$ cat config.mk
export PLATFORM = sky130hd
export DESIGN_NAME = mem_arbiter
export DESIGN_NICKNAME = d
export VERILOG_FILES = /design/src/rtl/mem_arb_pkg.sv /design/src/rtl/mem_arb_rr.sv /design/src/rtl/mem_arbiter.sv
export SDC_FILE = /design/constraint.sdc
export NUM_CORES = 1
export LEC_CHECK = 0
export ABC_AREA = 0
export CORE_MARGIN = 3
export CORE_UTILIZATION = 31
export DETAILED_ROUTE_END_ITERATION = 8
export DONT_BUFFER_PORTS = 1
export PLACE_DENSITY = 0.48
export SYNTH_ARGS = -nofsm -noshare
export SYNTH_HDL_FRONTEND = slang
export SYNTH_HIERARCHICAL = 1
export SYNTH_SLANG_ARGS = --single-unit
$ cat constraint.sdc
create_clock -name clk -period 3 [get_ports clk]
set_input_delay 0.45 -clock clk [delete_from_list [all_inputs] [get_ports clk]]
set_output_delay 0.45 -clock clk [all_outputs]
set_load 0.05 [all_outputs]
$ cat src/rtl/mem_arb_pkg.sv
// Shared defaults and FSM state type for the two-port unified-memory arbiter.
package mem_arb_pkg;

    localparam int DEF_ADDR_W    = 12;
    localparam int DEF_DATA_W    = 36;
    localparam int DEF_PROT_BASE = 2048;

    typedef enum logic {
        IDLE   = 1'b0,
        ACCESS = 1'b1
    } arb_state_e;

endpackage

$ cat src/rtl/mem_arb_rr.sv
// Two-input round-robin picker: with both eligible, the port that did not win last time wins.
module mem_arb_rr (
    input  logic [1:0] elig_i,
    input  logic       last_grant_i,
    output logic [1:0] grant_o
);

    assign grant_o = (&elig_i) ? (last_grant_i ? 2'b01 : 2'b10) : elig_i;

endmodule

$ cat src/rtl/mem_arbiter.sv
// Shares one 4096x36 memory between instruction fetch (port 0) and load/store (port 1).
// Optional write protection of the program region is enabled with MEM_ARB_WPROT_EN.
module mem_arbiter
    import mem_arb_pkg::*;
#(
    parameter int ADDR_W = DEF_ADDR_W,
    parameter int DATA_W = DEF_DATA_W
`ifdef MEM_ARB_WPROT_EN
    ,
    parameter int PROT_BASE = DEF_PROT_BASE
`endif
) (
    input  logic              clk,
    input  logic              rst_n,
    input  logic              p0_req,
    input  logic              p1_req,
    input  logic              p0_we,
    input  logic              p1_we,
    input  logic [ADDR_W-1:0] p0_addr,
    input  logic [ADDR_W-1:0] p1_addr,
    input  logic [DATA_W-1:0] p0_wdata,
    input  logic [DATA_W-1:0] p1_wdata,
    output logic              p0_ack,
    output logic              p1_ack,
    output logic [DATA_W-1:0] p0_rdata,
    output logic [DATA_W-1:0] p1_rdata,
    output logic              p0_err,
    output logic              p1_err,
    output logic              mem_we,
    output logic [ADDR_W-1:0] mem_addr,
    output logic [DATA_W-1:0] mem_wdata,
    input  logic [DATA_W-1:0] mem_rdata
);

    arb_state_e        state_q;
    logic              last_grant_q;
    logic              id_q;
    logic              we_q;
    logic [ADDR_W-1:0] addr_q;
    logic [DATA_W-1:0] wdata_q;
    logic              ack0_q, ack1_q;
    logic [DATA_W-1:0] rdata0_q, rdata1_q;
    logic              blk_q;

    logic [1:0]        elig;
    logic [1:0]        grant;
    logic              win_we_d;
    logic [ADDR_W-1:0] win_addr_d;
    logic [DATA_W-1:0] win_wdata_d;
    logic              wr_blk_d;

    // A port is masked while its ack is high so a still-held req is not served twice.
    assign elig = {p1_req & ~ack1_q, p0_req & ~ack0_q};

    mem_arb_rr u_rr (
        .elig_i       (elig),
        .last_grant_i (last_grant_q),
        .grant_o      (grant)
    );

    always_comb begin
        // NOTE: every variable gets a default first so no path infers a latch.
        win_we_d    = p0_we;
        win_addr_d  = p0_addr;
        win_wdata_d = p0_wdata;
        if (grant[1]) begin
            win_we_d    = p1_we;
            win_addr_d  = p1_addr;
            win_wdata_d = p1_wdata;
        end
    end

`ifdef MEM_ARB_WPROT_EN
    localparam logic [ADDR_W-1:0] PROT_ADDR = ADDR_W'(PROT_BASE);

    logic err0_q, err1_q;

    assign wr_blk_d = win_we_d && (win_addr_d >= PROT_ADDR);
    assign p0_err   = err0_q;
    assign p1_err   = err1_q;
`else
    assign wr_blk_d = 1'b0;
    assign p0_err   = 1'b0;
    assign p1_err   = 1'b0;
`endif

    always_ff @(posedge clk or negedge rst_n) begin
        if (!rst_n) begin
            state_q      <= IDLE;
            last_grant_q <= 1'b1;
            id_q         <= 1'b0;
            we_q         <= 1'b0;
            addr_q       <= '0;
            wdata_q      <= '0;
            blk_q        <= 1'b0;
            ack0_q       <= 1'b0;
            ack1_q       <= 1'b0;
            rdata0_q     <= '0;
            rdata1_q     <= '0;
`ifdef MEM_ARB_WPROT_EN
            err0_q       <= 1'b0;
            err1_q       <= 1'b0;
`endif
        end else begin
            // NOTE: state is assigned with <= so every register samples pre-edge values.
            ack0_q <= 1'b0;
            ack1_q <= 1'b0;
`ifdef MEM_ARB_WPROT_EN
            err0_q <= 1'b0;
            err1_q <= 1'b0;
`endif
            case (state_q)
                IDLE: begin
                    if (|grant) begin
                        id_q         <= grant[1];
                        we_q         <= win_we_d;
                        addr_q       <= win_addr_d;
                        wdata_q      <= win_wdata_d;
                        blk_q        <= wr_blk_d;
                        last_grant_q <= grant[1];
                        state_q      <= ACCESS;
                    end
                end
                ACCESS: begin
                    // rdata captures the pre-write word for writes as well.
                    if (id_q) begin
                        rdata1_q <= mem_rdata;
                        ack1_q   <= 1'b1;
`ifdef MEM_ARB_WPROT_EN
                        err1_q   <= blk_q;
`endif
                    end else begin
                        rdata0_q <= mem_rdata;
                        ack0_q   <= 1'b1;
`ifdef MEM_ARB_WPROT_EN
                        err0_q   <= blk_q;
`endif
                    end
                    state_q <= IDLE;
                end
                default: state_q <= IDLE;
            endcase
        end
    end

    assign mem_we    = (state_q == ACCESS) & we_q & ~blk_q;
    assign mem_addr  = addr_q;
    assign mem_wdata = wdata_q;
    assign p0_ack    = ack0_q;
    assign p1_ack    = ack1_q;
    assign p0_rdata  = rdata0_q;
    assign p1_rdata  = rdata1_q;

endmodule

* After elaboration in Yosys (flattened, before gate mapping)
Index checks and enable logic that the tools add are counted. Widths: inputs -> output; s select.
Storage, ports and cells: bits in registers 126, bits of input ports 138, output and inout port bits 125, word-level logic and storage cells 33
Operators by class: multiplexer cells 11, bitwise operators 7, reduce and logical (&&, ||, !) cells 5
Operator list (number):
- $mux 36 | 1
- $mux 12 | 1
- $reduce_and 2->1 | 4
- $mux 1 | 6
- $mux 2 | 2
- $not 1->1 | 4
- $and 1x1->1 | 3
- $pmux 1 s2 | 1
- $reduce_or 2->1 | 1

* Logic depth before layout (Yosys ltp)
depth after elaboration 7, gate-level depth with buffers 8, depth with buffers taken out 5

* Hierarchy
Netlist, hierarchy kept.
By module, submodules not included:
- mem_arbiter | instances 1, cells an instance 398, area each 5276.3 um^2, seq. area each 3154.3 um^2
- mem_arb_rr | instances 1, cells an instance 3, area each 18.8 um^2, seq. area each 0.0 um^2

* Least setup slack after synthesis
OpenSTA, ideal clock, no wires.
kind register to register, start point register ack1_q (netlist: p1_ack), end point register wdata_q[19] (netlist: mem_wdata[19]), setup time 0.137 ns, arrival time 1.630 ns, data required time 2.863 ns, slack 1.233 ns, stages on the path, launching flop included 7, path buffers 2, path through dfrtp_1 nor2b_1 a21boi_0 inv_1 clkbuf_1 clkbuf_1 a21oi_1
On the way: word-level cells in the longest chain between the ends 6, elaborated cells between the ends (all ways) 7
Ends and longest elaborated chain:
- start: declaration | line mem_arbiter.sv:41 | logic ack0_q, ack1_q;
- start signal: assignment | line mem_arbiter.sv:97 | ack1_q <= 1'b0;
- start signal: assignment | line mem_arbiter.sv:107 | ack1_q <= 1'b0;
- start signal: assignment | line mem_arbiter.sv:128 | ack1_q <= 1'b1;
- $not 1->1 (*) | line mem_arbiter.sv:53 | assign elig = {p1_req & ~ack1_q, p0_req & ~ack0_q};
- $and 1x1->1 (*) | line mem_arbiter.sv:53
- net elig[1] | line mem_arbiter.sv:45 | logic [1:0] elig;
- $reduce_and 2->1 | line mem_arb_rr.sv:8 | assign grant_o = (&elig_i) ? (last_grant_i ? 2'b01 : 2'b10) : elig_i;
- $mux 2 (*) | line mem_arb_rr.sv:8
- net grant[1] | line mem_arbiter.sv:46 | logic [1:0] grant;
- $reduce_or 2->1 | line mem_arbiter.sv:114 | if (|grant) begin
- $reduce_and 2->1 (no line)
- end signal: assignment | line mem_arbiter.sv:118 | wdata_q <= win_wdata_d;
- end: declaration | line mem_arbiter.sv:40 | logic [DATA_W-1:0] wdata_q;
The timed path passes the listed nets; every way through them passes the cells marked *. A chain may end at the register's enable or synchronous reset.

* Final worst setup path
start point register ack1_q (netlist: p1_ack), end point register addr_q[2] (netlist: mem_addr[2])
On the way: word-level cells in the longest chain between the ends 6, elaborated cells between the ends (all ways) 7
Ends and longest elaborated chain:
- $not 1->1 (*) | line mem_arbiter.sv:53
- $and 1x1->1 (*) | line mem_arbiter.sv:53
- net elig[1] | line mem_arbiter.sv:45
- $reduce_and 2->1 | line mem_arb_rr.sv:8
- $mux 2 (*) | line mem_arb_rr.sv:8
- net grant[1] | line mem_arbiter.sv:46
- $reduce_or 2->1 | line mem_arbiter.sv:114
- $reduce_and 2->1 (no line)
- end signal: assignment | line mem_arbiter.sv:117 | addr_q <= win_addr_d;
- end: declaration | line mem_arbiter.sv:39 | logic [ADDR_W-1:0] addr_q;
Marks and branches as above.

==> qor.yml <==
setup_path:
  crit_fanout: 28
  r2r_cells: 6
  rrSetupSlack_ns: 0.97
  crit_type: "flop to flop"
  critPathLaunchType: "flop"
  endpoint_kind: "flop"
  reg2reg_to: "mem_addr[2]$_DFFE_PN0P_"
  rr_startpoint: "p1_ack$_DFF_PN0_"
  arrival_ns: 2.30
  required_ns: 3.26
global_route:
  track_usage: 0.140
  grt_max_degree: 127
  grt_antenna_before_repair: 1
  gr-total-overflow: 0
  grt_pass1_wl_microns: 20000
  grt_pass1_vias: 3594
finish:
  final_nets: 529
  final_cells: 625
  drive_above_1_share: 0.282
  seq_area_sq_mm: 0.00315
  multi_input_area_sq_mm: 0.00190
  area_delta_synth_final_pct: 12.4
  n_fill_cell: 1653
clock_network:
  cts_num_sinks: 126
  post_cts_buffers: 0
  clkSlewWorstSetupHoldPaths_ns: 0.06
  htree_levels: 4
  ctsResizeCount: 0
  root_buffer: "clkbuf_16"
  clk_latency_ns: 0.41
  clk_path_buf_depth: 2
  numCtsBuffers: 17
  cts_tree: "done"
hold_path:
  hold_path_class: "primary input to async pin"
timing:
  finalHoldViolations: 126
  rsz0062_at_grt: "no"
  setup_viol: 0
  slew_headroom: 0.425
  fin_skew_ns: 0.00593
  slew_violations: 0
  tns_ns: 0
  worstMarginPinSlew_ns: 0.863
  holdWs_ns: -0.263
  min_period_ns: 2.03
  fmax_mhz: 492
  min_period_over_period: 0.678
floorplanning:
  coreArea_sq_mm: 0.0166
  die-area_sq_mm: 0.0187
  ioPinCount: 263
  die_w_microns: 137
  start_util: 0.318
  die_y_microns: 137
  rows: 47
logic_synthesis:
  ys_types: 24
  async_flop_share: 1.00
  synth_area_sq_mm: 0.00530
  synth_flop_cell: "dfrtp_1"
  syn_inst: 401
  avgSynthCellArea_sq_um: 13.2
  yosysSeqAreaShare: 0.596
  synth_seq_cells: 126
  yosysWarnings: 6
  synth_edf_count: 0
routing:
  wire_per_inst_microns: 21.7
  drt_iter0_markers: 276
  ant_nets: 0
  drc_errors: 0
  num_vias: 3410
  drt_wl_total_microns: 13600
  vias_per_cell: 5.46
  first_pass_iters: 4
placed_design:
  placedCellCount: 592
  dp_hpwl_microns: 9040
  io_buffers: 0
  gp_congestion: 0.735
outcome:
  violations: "negative hold slack"
  status: "complete, but fails checks"
job:
  drv_cap: 0
area by class of cell:
type	instances	area share
antenna	1	0.000420
clock buffer	19	0.0744
sequential	126	0.530
inverter	4	0.00252
timing repair buffer	6	0.00757
tap	220	0.0462
multi-input combinational	236	0.319
clock inverter	13	0.0195
per-stage QoR:
step | setup slack, ns | area, sq um | hold slack, ns | utilization
final | 0.965 | 5950 | -0.263 | 0.358
after CTS | 0.960 | 5950 | -0.291 | 0.358
after global routing | 0.823 | 5950 | -0.292 | 0.358
after detailed placement | 0.973 | 5390 | 0.159 | 0.324
after global placement | 0.983 | 5390 | 0.157 | 0.324
after floorplan | 1.23 | 5300 | 0.154 | -
critical path: stages, from the launching register on:
cell	delay, ns
dfrtp_1	0.57
nor2b_1	0.31
a21boi_0	0.38
nand2b_2	0.10
buf_4	0.25
o22ai_1	0.20
a21oi_1	0.07
worst max-delay path by stage:
stage                     slack [ns]  cells after the start        startpoint                   endpoint
after global routing            0.82                      5  p0_ack$_DFF_PN0_   mem_wdata[8]$_DFFE_PN0P_
after floorplan                 1.23                      6  p1_ack$_DFF_PN0_  mem_wdata[19]$_DFFE_PN0P_
after CTS                       0.96                      5  p0_ack$_DFF_PN0_  mem_wdata[26]$_DFFE_PN0P_
after detailed placement        0.97                      5  p0_ack$_DFF_PN0_  mem_wdata[26]$_DFFE_PN0P_
final                           0.97                      6  p1_ack$_DFF_PN0_    mem_addr[2]$_DFFE_PN0P_
after global placement          0.98                      6  p1_ack$_DFF_PN0_   mem_wdata[0]$_DFFE_PN0P_
registers in the layout (all words and copies together) (netlist names):
register      flops
mem_addr         12
p1_rdata         36
we_q              1
p1_ack            1
p0_ack            1
id_q              1
state_q           1
mem_wdata        36
p0_rdata         36
last_grant_q      1
cells by family (layout without fill, tap and decap cells):
family	after synthesis	after routing	share of synthesized area
AO/OA/AOI/OAI	149	149	0.165
buffers and inverters	40	42	0.0489
flip-flops	126	126	0.596
multiplexers	72	72	0.174
other	1	3	0.000708
AND/OR/NAND/NOR	13	13	0.0161
synth_stat cells, types with 2 or more instances:
cell type,instances,area (sq um)
o22ai_1,98,613
a21oi_1,49,245
mux2_4,29,435
nand2b_1,2,12.5
nor2b_1,2,12.5
inv_1,3,11.3
buf_12,3,60.1
nor2_1,2,7.51
buf_2,9,45.0
buf_6,3,33.8
dfrtp_1,125,3130
clkbuf_1,14,52.6
buf_4,7,52.6
nand2_1,4,15.0
mux2_1,2,22.5
mux2_2,41,462
metal layers:
metal	part of all wire	global-route usage
met4	0.019	0.0649
met3	0.095	0.0592
met1	0.38	0.156
met2	0.51	0.230
met5	0	0
placed cells by master, fill, tap and decap left out, drive strengths merged:
cell	instances
nor2b	2
nor2	3
clkinvlp	6
clkinv	4
and2	1
o22ai	98
clkbuf	19
nand2	5
a21boi	2
bufinv	1
a21oi	49
diode	1
buf	6
dfstp	1
inv	6
mux2	72
nand2b	2
dfrtp	125
conb	2
Power is left out: the tool's default activity adds up to more than one toggle a clock period on the data nets, which glitch-free logic cannot reach.
